File: src/rtl/rf_write_arbiter.sv
// Register-file write arbiter: clears registers 1..2^ADDR_WIDTH-1 after reset,
// then arbitrates two write requesters onto a single write port.
module rf_write_arbiter #(
   parameter int unsigned DATA_WIDTH = 32,
   parameter int unsigned ADDR_WIDTH = 5
) (
   input  logic                  clk,
   input  logic                  rst,
   input  logic                  req0_valid,
   input  logic [ADDR_WIDTH-1:0] req0_addr,
   input  logic [DATA_WIDTH-1:0] req0_data,
   output logic                  req0_ready,
   input  logic                  req1_valid,
   input  logic [ADDR_WIDTH-1:0] req1_addr,
   input  logic [DATA_WIDTH-1:0] req1_data,
   output logic                  req1_ready,
   output logic                  rf_wen,
   output logic [ADDR_WIDTH-1:0] rf_waddr,
   output logic [DATA_WIDTH-1:0] rf_wdata,
   output logic                  init_done
);

   typedef enum logic {
      INIT = 1'b0,
      ARB  = 1'b1
   } state_t;

   // Last register address to clear; register 0 is never written.
   localparam logic [ADDR_WIDTH-1:0] CNT_LAST = '1;

   state_t                r_state;
   logic [ADDR_WIDTH-1:0] r_cnt;
   logic                  r_ptr;

   logic                  w_arb;
   logic                  w_gnt0;
   logic                  w_gnt1;

   // State and clear counter; counter only advances while clearing.
   always_ff @(posedge clk or posedge rst) begin
      if (rst) begin
         r_state <= INIT;
         r_cnt   <= ADDR_WIDTH'(1);
      end else begin
         case (r_state)
            INIT: begin
               r_cnt <= r_cnt + ADDR_WIDTH'(1);
               if (r_cnt == CNT_LAST) begin
                  r_state <= ARB;
               end
            end
            ARB: begin
               r_state <= ARB;
            end
            default: begin
               r_state <= INIT;
            end
         endcase
      end
   end

   // Priority pointer: after a transfer, favour the requester that lost.
   always_ff @(posedge clk or posedge rst) begin
      if (rst) begin
         r_ptr <= 1'b0;
      end else if (w_gnt0) begin
         r_ptr <= 1'b1;
      end else if (w_gnt1) begin
         r_ptr <= 1'b0;
      end
   end

   // Grant decode; a grant always coincides with a transfer since it requires valid.
   assign w_arb  = (r_state == ARB) && !rst;
   assign w_gnt0 = w_arb && req0_valid && (!req1_valid || !r_ptr);
   assign w_gnt1 = w_arb && req1_valid && (!req0_valid ||  r_ptr);

   // Write-port mux; rst forces everything low so no write lands during reset.
   always_comb begin
      rf_wen     = 1'b0;
      rf_waddr   = '0;
      rf_wdata   = '0;
      req0_ready = 1'b0;
      req1_ready = 1'b0;
      if (!rst) begin
         if (r_state == INIT) begin
            rf_wen   = 1'b1;
            rf_waddr = r_cnt;
         end else if (w_gnt0) begin
            req0_ready = 1'b1;
            rf_waddr   = req0_addr;
            rf_wdata   = req0_data;
            rf_wen     = |req0_addr;
         end else if (w_gnt1) begin
            req1_ready = 1'b1;
            rf_waddr   = req1_addr;
            rf_wdata   = req1_data;
            rf_wen     = |req1_addr;
         end
      end
   end

   assign init_done = (r_state == ARB) && !rst;

endmodule

File: config.mk
export PLATFORM = sky130hd
export DESIGN_NAME = rf_write_arbiter
export DESIGN_NICKNAME = d
export VERILOG_FILES = /design/src/rtl/rf_write_arbiter.sv
export SDC_FILE = /design/constraint.sdc
export NUM_CORES = 1
export LEC_CHECK = 0
export ABC_AREA = 1
export BUFFER_PORTS_ARGS = -buffer_cell sky130_fd_sc_hd__buf_2
export CAP_MARGIN = 20
export CORE_MARGIN = 1.5
export CORE_UTILIZATION = 32
export DETAILED_ROUTE_END_ITERATION = 10
export PLACE_DENSITY = 0.89
export RECOVER_POWER = 50
export SLEW_MARGIN = 20
export SYNTH_ARGS = -nofsm -noshare
export SYNTH_HDL_FRONTEND = slang
export SYNTH_SLANG_ARGS = --single-unit
File: constraint.sdc
create_clock -name clk -period 1.5 [get_ports clk]
set_input_delay 0.225 -clock clk [delete_from_list [all_inputs] [get_ports clk]]
set_output_delay 0.225 -clock clk [all_outputs]
set_load 0.01 [all_outputs]
==> results of run 1 <==
-- sequential cells by signal, summed over array words and instances, names as in the netlist --
| name | cells |
|---|---|
| r_state | 1 |
| r_cnt | 5 |
| r_ptr | 1 |
-- per-layer routing --
metal	vias up	GRT usage, %	routed length, um
li1	818	-	-
met1	671	21.3	1420
met2	59	35.6	1900
met3	4	2.49	243
met4	0	4.32	44
met5	-	0	0
-- worst max-delay path: stages (launching register included) --
cell and delay (ns):
dfrtp_1 0.39, nand3_2 0.12, nor2_4 0.17, buf_6 0.15
nand2_1 0.07, nand3_2 0.07, nand2_1 0.06, inv_1 0.05
buf_2 0.11
-- stage by stage --
step	utilization, %	power [mW]	worst slack, ns
CTS	61.5	0.787	-0.124
floorplan	-	0.376	0.214
global route	70.3	0.909	-0.238
finish	70.3	0.844	-0.164
global placement	55.8	0.559	0.116
detailed placement	55.8	0.563	0.0940
-- cell usage after synthesis --
cell type / instances / share of area [%]
or2_2: 1 / 0.66
buf_4: 3 / 2.4
ha_1: 2 / 2.7
nor2_1: 8 / 3.2
xor2_1: 2 / 1.9
nor2_2: 2 / 1.3
inv_1: 11 / 4.4
xnor2_1: 1 / 0.93
buf_6: 2 / 2.4
dfrtp_1: 6 / 16
nand3b_1: 1 / 0.80
inv_2: 2 / 0.80
dfstp_2: 1 / 2.8
o21ai_0: 1 / 0.53
nand3_1: 8 / 4.2
nand3_2: 2 / 2.1
nand2_1: 128 / 51
buf_2: 4 / 2.1
-- logic make-up after synthesis --
group | synth area share (%)
buf+inv | 12.1
flops | 18.7
compound gates | 0.530
fa+ha+maj | 2.65
xor+xnor | 2.79
simple gates | 63.3
-- layout make-up --
cell class	count	area (um2)	share of cell area, %
Sequential cell	7	176	9.02
Multi-Input combinational cell	156	788	40.3
Timing Repair Buffer	138	873	44.7
Clock buffer	4	26.3	1.34
Tap cell	31	38.8	1.98
Inverter	13	52.6	2.69
-- worst max-delay path by stage --
stage / slack (ns) / startpoint / cells past startpoint / end
floorplan: 0.21 / r_state / 7 / rf_wdata[12]
CTS: -0.12 / r_state / 8 / rf_waddr[4]
global placement: 0.12 / rst / 8 / rf_wdata[21]
detailed placement: 0.09 / rst / 8 / rf_wdata[31]
finish: -0.16 / r_state / 8 / rf_waddr[1]
global route: -0.24 / r_ptr / 9 / rf_waddr[1]
-- report_power, final --
part	leakage [nW]	switching [mW]	internal, mW
clock	0.0150	0.0665	0.101
combinational	1.19	0.236	0.243
sequential	0.0867	0.00391	0.193
total	1.29	0.307	0.537
-- timing repair --
action,4_1_cts,5_1_grt
pin swaps,1,26
setup endpoints to repair,40,41
setup buffers,4,7
gates resized for setup,15,53
endpoints found under the hold margin,1,1
gates cloned,2,0
-- cells in the final DEF, fill, tap and decap left out, types with 2 or more instances in the layout --
master / n
buf_6: 11
nor2_2: 2
nand3_2: 7
buf_4: 6
dfrtp_1: 6
ha_1: 2
inv_2: 3
nand2_1: 98
xor2_1: 2
nand3_1: 3
nand2_2: 26
buf_2: 112
buf_12: 5
nand2_4: 4
clkbuf_4: 3
clkbuf_1: 2
nor2_1: 6
inv_1: 9
nor2_4: 2
buf_8: 2
==> qor.txt, run 1 <==
Status - complete, but fails checks
Failing checks - setup timing
Hpwl dp - 2500 um
Crit Path Category - reg2out
Via count - 1552
Die Width - 57.3 um
Req. time, crit path - 1.27 ns
Final clock skew - 0.00588 ns
FF-to-FF setup slack - 0.16 ns
DR iter-0 viols - 58
Cell Area, Placed - 1550 um2
CTS Sinks - 7
Syn nets - 265
Slew @ Worst Pin - 0.160 ns
Die area - 3280 um2
Rel. slew slack - 89.2%
Fin worst setup slack - -0.164 ns
Final min period - 1.66 ns
Sequential share of the synthesized area - 18.7%
Worst R2R Path Depth - 6
Number of library cell types mapped by synthesis - 18
Num ports - 119
Yosys reg bits - 7
Core footprint - 2780 um2
CTS tree - yes
Unrepaired setup endpoints after global routing - true
Mapped Cells - 185
Peak supply drop - 0.555 mV
GPL Wtd Cong - 0.794
Clock slew at reported path FFs - 0.05 ns
Skew-Pair Late Insertion Delay - 0.25 ns
Max Fclk - 601 MHz
Detailed Routing Iterations Pass 1 - 4
Site row count - 19
Pins Over Slew Limit - 0
Final setup vio count - 40
Syn Area/Cell - 5.10 um2
Synthesized area - 943 um2
RR Endpoint - r_cnt[4]
R2R Path Start - r_cnt[0]
Placed cell count - 331
Max-Cap Viols - 0
# fillers - 272
Non-Filler Instances - 349
Pwr/cell area - 432 nW/um2
CP endpoint kind - output port
Fin area - 1960 um2
Largest net degree at the start of global routing - 27
Drt total wl - 3610 um
Critical Path Fanout Max - 7
Worst hold path class - in2async
GRT Total Usage - 18.5%
Hold WS - 0.0101 ns
Synthesis Warnings - 0
Die height - 57.3 um
Final net count - 399
Vias in the first global route - 1186
Total gr overflow - 0
Final period util - 111%
I/O Buffers - 118
Detail Route Antenna Nets - 0
DRC - 0
Area growth, synth to finish - 107%
Share of cells above drive strength 1 - 58.5%
Hold Vio Cnt, Final - 0
Startpoint types - flip-flop
Initial Utilization - 33.9%
WL per Instance - 10.3 um
Inserted Diodes - 0
Setup TNS - -4.46 ns
Num CTS Buffers - 3
H-tree depth - 1
Static Leak - 1.29 nW
First-pass GRT wire length - 4910 um
Vias/cell - 4.45
CTS root buffer - clkbuf_4
Initial antenna violation count - 0
Crit path DAT - 1.44 ns
CTS max path bufs - 2
Power figures use the tool's default switching activity.
==> run 2: changes to the inputs <==
- CORE_UTILIZATION: 32 -> 35
- PLACE_DENSITY: 0.89 -> 0.95
- clock period: 1.5 -> 2.1 ns (I/O delays scaled with it)
==> run 2 against run 1 <==
- the run now ends clean
- via count shrank 5.1%
- die area shrank 8.1%
- clock skew grew 0.0030 ns
- global-route usage grew 0.33 points
- sequential power shrank 29%
- highest routed layer unchanged
==> qor.txt, run 2 (synthesized netlist as in run 1, its figures left out) <==
Hold Vio Cnt, Final - 0 (unchanged)
Startpoint types - flip-flop
Final clock skew - 0.00884 ns (+0.00296 ns)
Worst R2R Path Depth - 6 (unchanged)
Area growth, synth to finish - 66.4%
Via count - 1473 (-5.1%)
Most used cell, CP - nand2_1
Detail Route Antenna Nets - 0 (unchanged)
Largest stage delay, worst path - 0.52 ns (+0.13 ns)
Internal power - 0.332 mW (-38%)
Crit path DAT - 1.64 ns (+0.20 ns)
# fillers - 239 (-12%)
Total gr overflow - 0 (unchanged)
Clock slew at reported path FFs - 0.06 ns (about the same)
Status - completed
Clock share of power - 24.5% (+4.6 points)
Slew @ Worst Pin - 0.308 ns (+0.147 ns)
DR iter-0 viols - 20 (-66%)
Unrepaired setup endpoints after global routing - false
Setup TNS - 0 ns (+4.46 ns)
Final Util - 62.3% (-8.1 points)
Vias/cell - 4.41 (-0.83%)
Flop pwr share - 26.5% (+3.1 points)
Detailed Routing Iterations Pass 1 - 4 (unchanged)
Rel. slew slack - 79.5% (-9.7 points)
CTS tree - yes
Pins Over Slew Limit - 0 (unchanged)
Vias in the first global route - 1093 (-7.8%)
CTS root buffer - clkbuf_4
Final min period - 1.95 ns
FF-to-FF setup slack - 0.72 ns (+0.56 ns)
Static Leak - 1.10 nW (-14%)
Inserted Diodes - 0 (unchanged)
CP endpoint kind - output port
CTS max path bufs - 2 (unchanged)
Core footprint - 2520 um2 (-9.3%)
Die height - 54.9 um (-4.2%)
H-tree depth - 1 (unchanged)
First-pass GRT wire length - 4190 um (-15%)
GRT Total Usage - 18.8% (+0.33 points)
Max reg flops - 5 (unchanged)
Max-Cap Viols - 0 (unchanged)
RR Endpoint - r_cnt[4]
WL per Instance - 9.42 um (-9.0%)
R2R Path Start - r_cnt[0]
Worst hold path class - in2async
Max Fclk - 512 MHz
Pwr/cell area - 336 nW/um2 (-22%)
DRC - 0 (unchanged)
Site row count - 18 (-1)
Final period util - 92.9%
Hpwl dp - 2570 um (+2.8%)
Top flop regs - r_cnt x5, r_ptr x1, r_state x1
Cells along the critical path - nand3_2 -> nor2_2 -> buf_4 -> nand2_1 -> nand3_1 -> nand2_1 -> inv_1 -> clkbuf_1
Sw Share - 37.0% (+0.62 points)
Num ports - 119 (unchanged)
Most frequent cells in the layout - nand2_1, buf_2, inv_1
Critical Path Slowest Stage Cell - dfrtp_1
Commonest non-fill, non-tap cell in the layout - nand2_1
Die Width - 54.9 um (-4.2%)
GPL Wtd Cong - 0.826 (+3.9%)
# Post-CTS Setup Buffers - 0 (-4)
Peak supply drop - 0.423 mV (-24%)
Worst Setup EP - rf_waddr[0]
Worst Setup SP - r_state
Initial Utilization - 37.4% (+3.5 points)
Skew-Pair Late Insertion Delay - 0.26 ns (about the same)
Drt total wl - 3150 um (-13%)
Share of cells above drive strength 1 - 40.8% (-18 points)
Register bank with the most flops - r_cnt
Crit Path Category - reg2out
Logic pwr share - 49.0% (-7.7 points)
Net Switching - 0.195 mW (-37%)
Num CTS Buffers - 3 (unchanged)
Final setup vio count - 0 (-100%)
Critical Path Fanout Max - 15 (+8)
CTS Sinks - 7 (unchanged)
Req. time, crit path - 1.78 ns (+0.51 ns)
Die area - 3020 um2 (-8.1%)
Final net count - 385 (-3.5%)
Initial antenna violation count - 0 (unchanged)
Largest net degree at the start of global routing - 32 (+19%)
I/O Buffers - 118 (unchanged)
==> run 2: cell types whose count changed in the layout (fill, tap and decap cells not counted), sizes merged <==
| cell | before | now |
|---|---|---|
| clkbuf | 5 | 12 |
| inv | 12 | 13 |
| clkinvlp | 1 | 0 |
| buf | 136 | 115 |
==> run 2: final cells by class <==
type	count	area, um2	area share [%]
Sequential cell	7	176	11.2
Timing Repair Buffer	124	628	40.0
Tap cell	30	37.5	2.39
Inverter	13	48.8	3.11
Clock buffer	4	26.3	1.67
Multi-Input combinational cell	156	653	41.6
==> run 2: worst max-delay path: cells and delay by family (launching register included) <==
kind | cells | cell delay [ns]
simple gates | 5 | 0.45
flops | 1 | 0.52
buf+inv | 3 | 0.40
==> run 2: worst min-delay path by stage <==
stage | end | slack (ns) | depth (start not counted)
global placement | r_ptr | 0.19 | 2
detailed placement | r_ptr | 0.19 | 2
CTS | r_state | 0.09 | 3
global route | r_state | 0.17 | 3
finish | r_state | 0.14 | 3
floorplan | r_cnt[1] | 0.12 | 1
==> run 2: through the flow <==
| stage | hold slack [ns] | power (mW) | instance area (um2) | worst slack [ns] | cells |
|---|---|---|---|---|---|
| floorplan | 0.123 | 0.269 | 943 | 0.666 | 185 |
| global placement | 0.190 | 0.399 | 1540 | 0.496 | 329 |
| detailed placement | 0.195 | 0.403 | 1540 | 0.445 | 329 |
| CTS | 0.0897 | 0.536 | 1580 | 0.155 | 334 |
| global route | 0.169 | 0.572 | 1570 | 0.0121 | 334 |
| finish | 0.144 | 0.527 | 1570 | 0.148 | 334 |
==> run 2: timing repair <==
| item | CTS | global route |
|---|---|---|
| endpoints found under the setup margin | 0 | 0 |
| hold endpoints to repair | 1 | 0 |
| resized for setup | 0 | 0 |
| hold buffers | 1 | 0 |
==> run 2: per-layer routing <==
| layer | global-route usage (%) | vias up | part of all wire (%) | routed length (um) |
|---|---|---|---|---|
| met5 | 0 | - | 0 | 0 |
| met4 | 4.07 | 0 | 0.57 | 18 |
| met3 | 4.84 | 5 | 9.2 | 290 |
| met2 | 36.7 | 61 | 51 | 1600 |
| met1 | 20.0 | 619 | 39 | 1240 |
| li1 | - | 788 | - | - |
==> run 2: power by group through the flow <==
stage          registers, mW  clock network, mW  logic [mW]
2_1_floorplan          0.142                  0       0.127
3_3_place_gp           0.142                  0       0.257
3_5_place_dp           0.142                  0       0.261
4_1_cts                0.140              0.133       0.264
5_1_grt                0.140              0.135       0.297
6_report               0.140              0.129       0.258
==> run 3: changes to the inputs <==
- ABC_AREA: 1 -> default
- CAP_MARGIN: 20 -> 5
- CORE_UTILIZATION: 35 -> 33
==> run 3 against run 2 <==
- sequential power barely moved
- clock skew fell by 0.0062 ns
- global-route usage rose by 2.6 points
- critical path type unchanged
- highest routed layer unchanged
==> qor.txt, run 3 <==
Status - completed
Detail Route Antenna Nets - 0 (unchanged)
Prevailing post-synth register cell - dfrtp_1
Share of cells above drive strength 1 - 61.1% (+20 points)
GRT Total Usage - 21.4% (+2.6 points)
# fillers - 245 (+2.5%)
DRC - 0 (unchanged)
Peak supply drop - 0.310 mV (-27%)
Hold Vio Cnt, Final - 0 (unchanged)
Hold buffers post-CTS - 0 (-1)
Top-area cell type share of the netlist area - 33.4% (-17 points)
R2R Path Start - r_cnt[0]
CTS root buffer - clkbuf_4
Final net count - 289 (-25%)
Rel. slew slack - 72.2% (-7.3 points)
Internal power - 0.350 mW (+5.3%)
Total gr overflow - 0 (unchanged)
Num ports - 119 (unchanged)
Drt total wl - 3500 um (+11%)
Detailed Routing Iterations Pass 1 - 4 (unchanged)
Die Width - 53.4 um (-2.8%)
Site row count - 18 (unchanged)
WL per Instance - 14.7 um (+56%)
Yosys reg bits - 7 (unchanged)
Worst R2R Path Depth - 4 (-2)
Area growth, synth to finish - 72.5%
I/O Buffers - 118 (unchanged)
Async set-or-reset flop fraction in the synthesized netlist - 100% (unchanged)
Via count - 1243 (-16%)
Crit path DAT - 1.69 ns (+0.05 ns)
Core footprint - 2430 um2 (-3.6%)
GPL Wtd Cong - 0.835 (+1.2%)
Net Switching - 0.178 mW (-8.7%)
Die height - 53.4 um (-2.8%)
Skew-Pair Late Insertion Delay - 0.24 ns (-0.02 ns)
RR Endpoint - r_cnt[4]
Max-Cap Viols - 0 (unchanged)
Pwr/cell area - 365 nW/um2 (+8.7%)
Critical Path Fanout Max - 18 (+3)
Pins Over Slew Limit - 0 (unchanged)
Synthesized area - 838 um2 (-11%)
Final period util - 95.6% (+2.7 points)
Commonest non-fill, non-tap cell in the layout - buf_2
Final setup vio count - 0 (unchanged)
Max Fclk - 498 MHz (-2.8%)
Commonest cells in the netlist - a22o_1, dfrtp_1, buf_2
Hpwl dp - 2950 um (+15%)
Final min period - 2.01 ns (+0.0566 ns)
Logic pwr share - 51.4% (+2.4 points)
Final clock skew - 0.00263 ns (-0.00621 ns)
Max reg flops - 5 (unchanged)
Number of library cell types mapped by synthesis - 30 (+12)
Most frequent cell after synthesis - a22o_1
Syn Area/Cell - 9.21 um2 (+81%)
Flop pwr share - 26.5% (about the same)
Num CTS Buffers - 3 (unchanged)
Initial antenna violation count - 0 (unchanged)
Inserted Diodes - 0 (unchanged)
Synthesis Warnings - 0 (unchanged)
Mapped Cells - 91 (-51%)
Clock slew at reported path FFs - 0.05 ns (about the same)
Syn nets - 171 (-35%)
Initial Utilization - 34.5% (-2.9 points)
Vias in the first global route - 1007 (-7.9%)
Top flop regs - r_cnt x5, r_ptr x1, r_state x1
Sequential share of the synthesized area - 21.0% (+2.3 points)
H-tree depth - 1 (unchanged)
Req. time, crit path - 1.78 ns (about the same)
Post-synth EDFFs - 0 (unchanged)
Dominant cells by area after synthesis - a22o_1, dfrtp_1, a221oi_2
CTS Sinks - 7 (unchanged)
Clock share of power - 22.1% (-2.4 points)
DR iter-0 viols - 15 (-25%)
Most frequent cells in the layout - buf_2, a22o_1, clkbuf_1
Hold WS - 0.293 ns (+0.149 ns)
First-pass GRT wire length - 4490 um (+7.2%)
Largest net degree at the start of global routing - 26 (-19%)
Setup TNS - 0 ns (unchanged)
Crit Path Category - reg2out
Static Leak - 0.858 nW (-22%)
Slew @ Worst Pin - 0.417 ns (+0.109 ns)
Pwr Total - 0.528 mW (+0.12%)
Cell taking the most area after synthesis - a22o_1
Unrepaired setup endpoints after global routing - false
Startpoint types - flip-flop
Register bank with the most flops - r_cnt
Sw Share - 33.7% (-3.2 points)
CTS max path bufs - 2 (unchanged)
CTS tree - yes
Die area - 2850 um2 (-5.4%)
Worst hold path class - in2async
CP endpoint kind - output port
Vias/cell - 5.22 (+18%)
FF-to-FF setup slack - 0.59 ns (-0.13 ns)
-- run 3: stage by stage --
step                utilization [%]  cell area [um2]  std cells  worst slack, ns
floorplan                         -              838         91            0.445
global placement               58.8             1430        234            0.321
detailed placement             58.8             1430        234            0.216
CTS                            59.9             1460        238           0.0628
global route                   59.5             1450        238          0.00407
finish                         59.5             1450        238           0.0919
-- run 3: cell families (layout without fill, tap and decap cells) --
family | after synthesis | count (layout) | share of synthesized area [%]
compound gates | 43 | 43 | 45.8
xor+xnor | 3 | 3 | 3.13
fa+ha+maj | 2 | 2 | 2.98
buf+inv | 13 | 130 | 10.6
flops | 7 | 7 | 21.0
mux | 2 | 2 | 2.69
simple gates | 21 | 21 | 13.7
-- run 3: worst max path at each step --
stage,from,to,slack [ns],cells after the start
finish,r_state,rf_waddr[1],0.09,6
floorplan,rst,rf_waddr[1],0.44,7
global route,r_state,rf_waddr[3],0.004,6
detailed placement,rst,rf_waddr[1],0.22,7
CTS,r_state,rf_waddr[1],0.06,6
global placement,rst,rf_waddr[0],0.32,7
-- run 3: worst max-delay path: stages (launching register included) --
cell and delay [ns]:
dfrtp_1 0.38, nor2b_4 0.14, and3_2 0.24, buf_6 0.16, a221oi_2 0.28, nor3_1 0.09, buf_2 0.16
-- run 3: repair_timing --
| action | CTS | global route |
|---|---|---|
| endpoints found under the hold margin | 0 | 0 |
| setup buffers | 0 | 0 |
| resized for setup | 0 | 2 |
| endpoints found under the setup margin | 0 | 3 |
-- run 3: layer usage --
metal  vias up  GRT usage, %  part of all wire (%)
met3         2          4.24                   7.6
met2        50          38.7                    52
li1        594             -                     -
met5         -             0                     0
met1       597          24.3                    40
met4         0          8.12                  0.40
-- run 3: power by group through the flow --
stage,Clock (mW),Sequential (mW),Combinational (mW)
2_1_floorplan,0,0.142,0.139
6_report,0.117,0.140,0.271
3_3_place_gp,0,0.142,0.268
3_5_place_dp,0,0.142,0.272
5_1_grt,0.131,0.140,0.292
4_1_cts,0.123,0.140,0.274
-- run 3: area by class of cell --
cell class	count	area, um2	share of cell area (%)
repair buffers	124	624	43.2
well taps	30	37.5	2.60
flip-flops and latches	7	176	12.2
multi-input cells	71	574	39.7
inverters	2	7.51	0.519
clock buffers	4	26.3	1.82
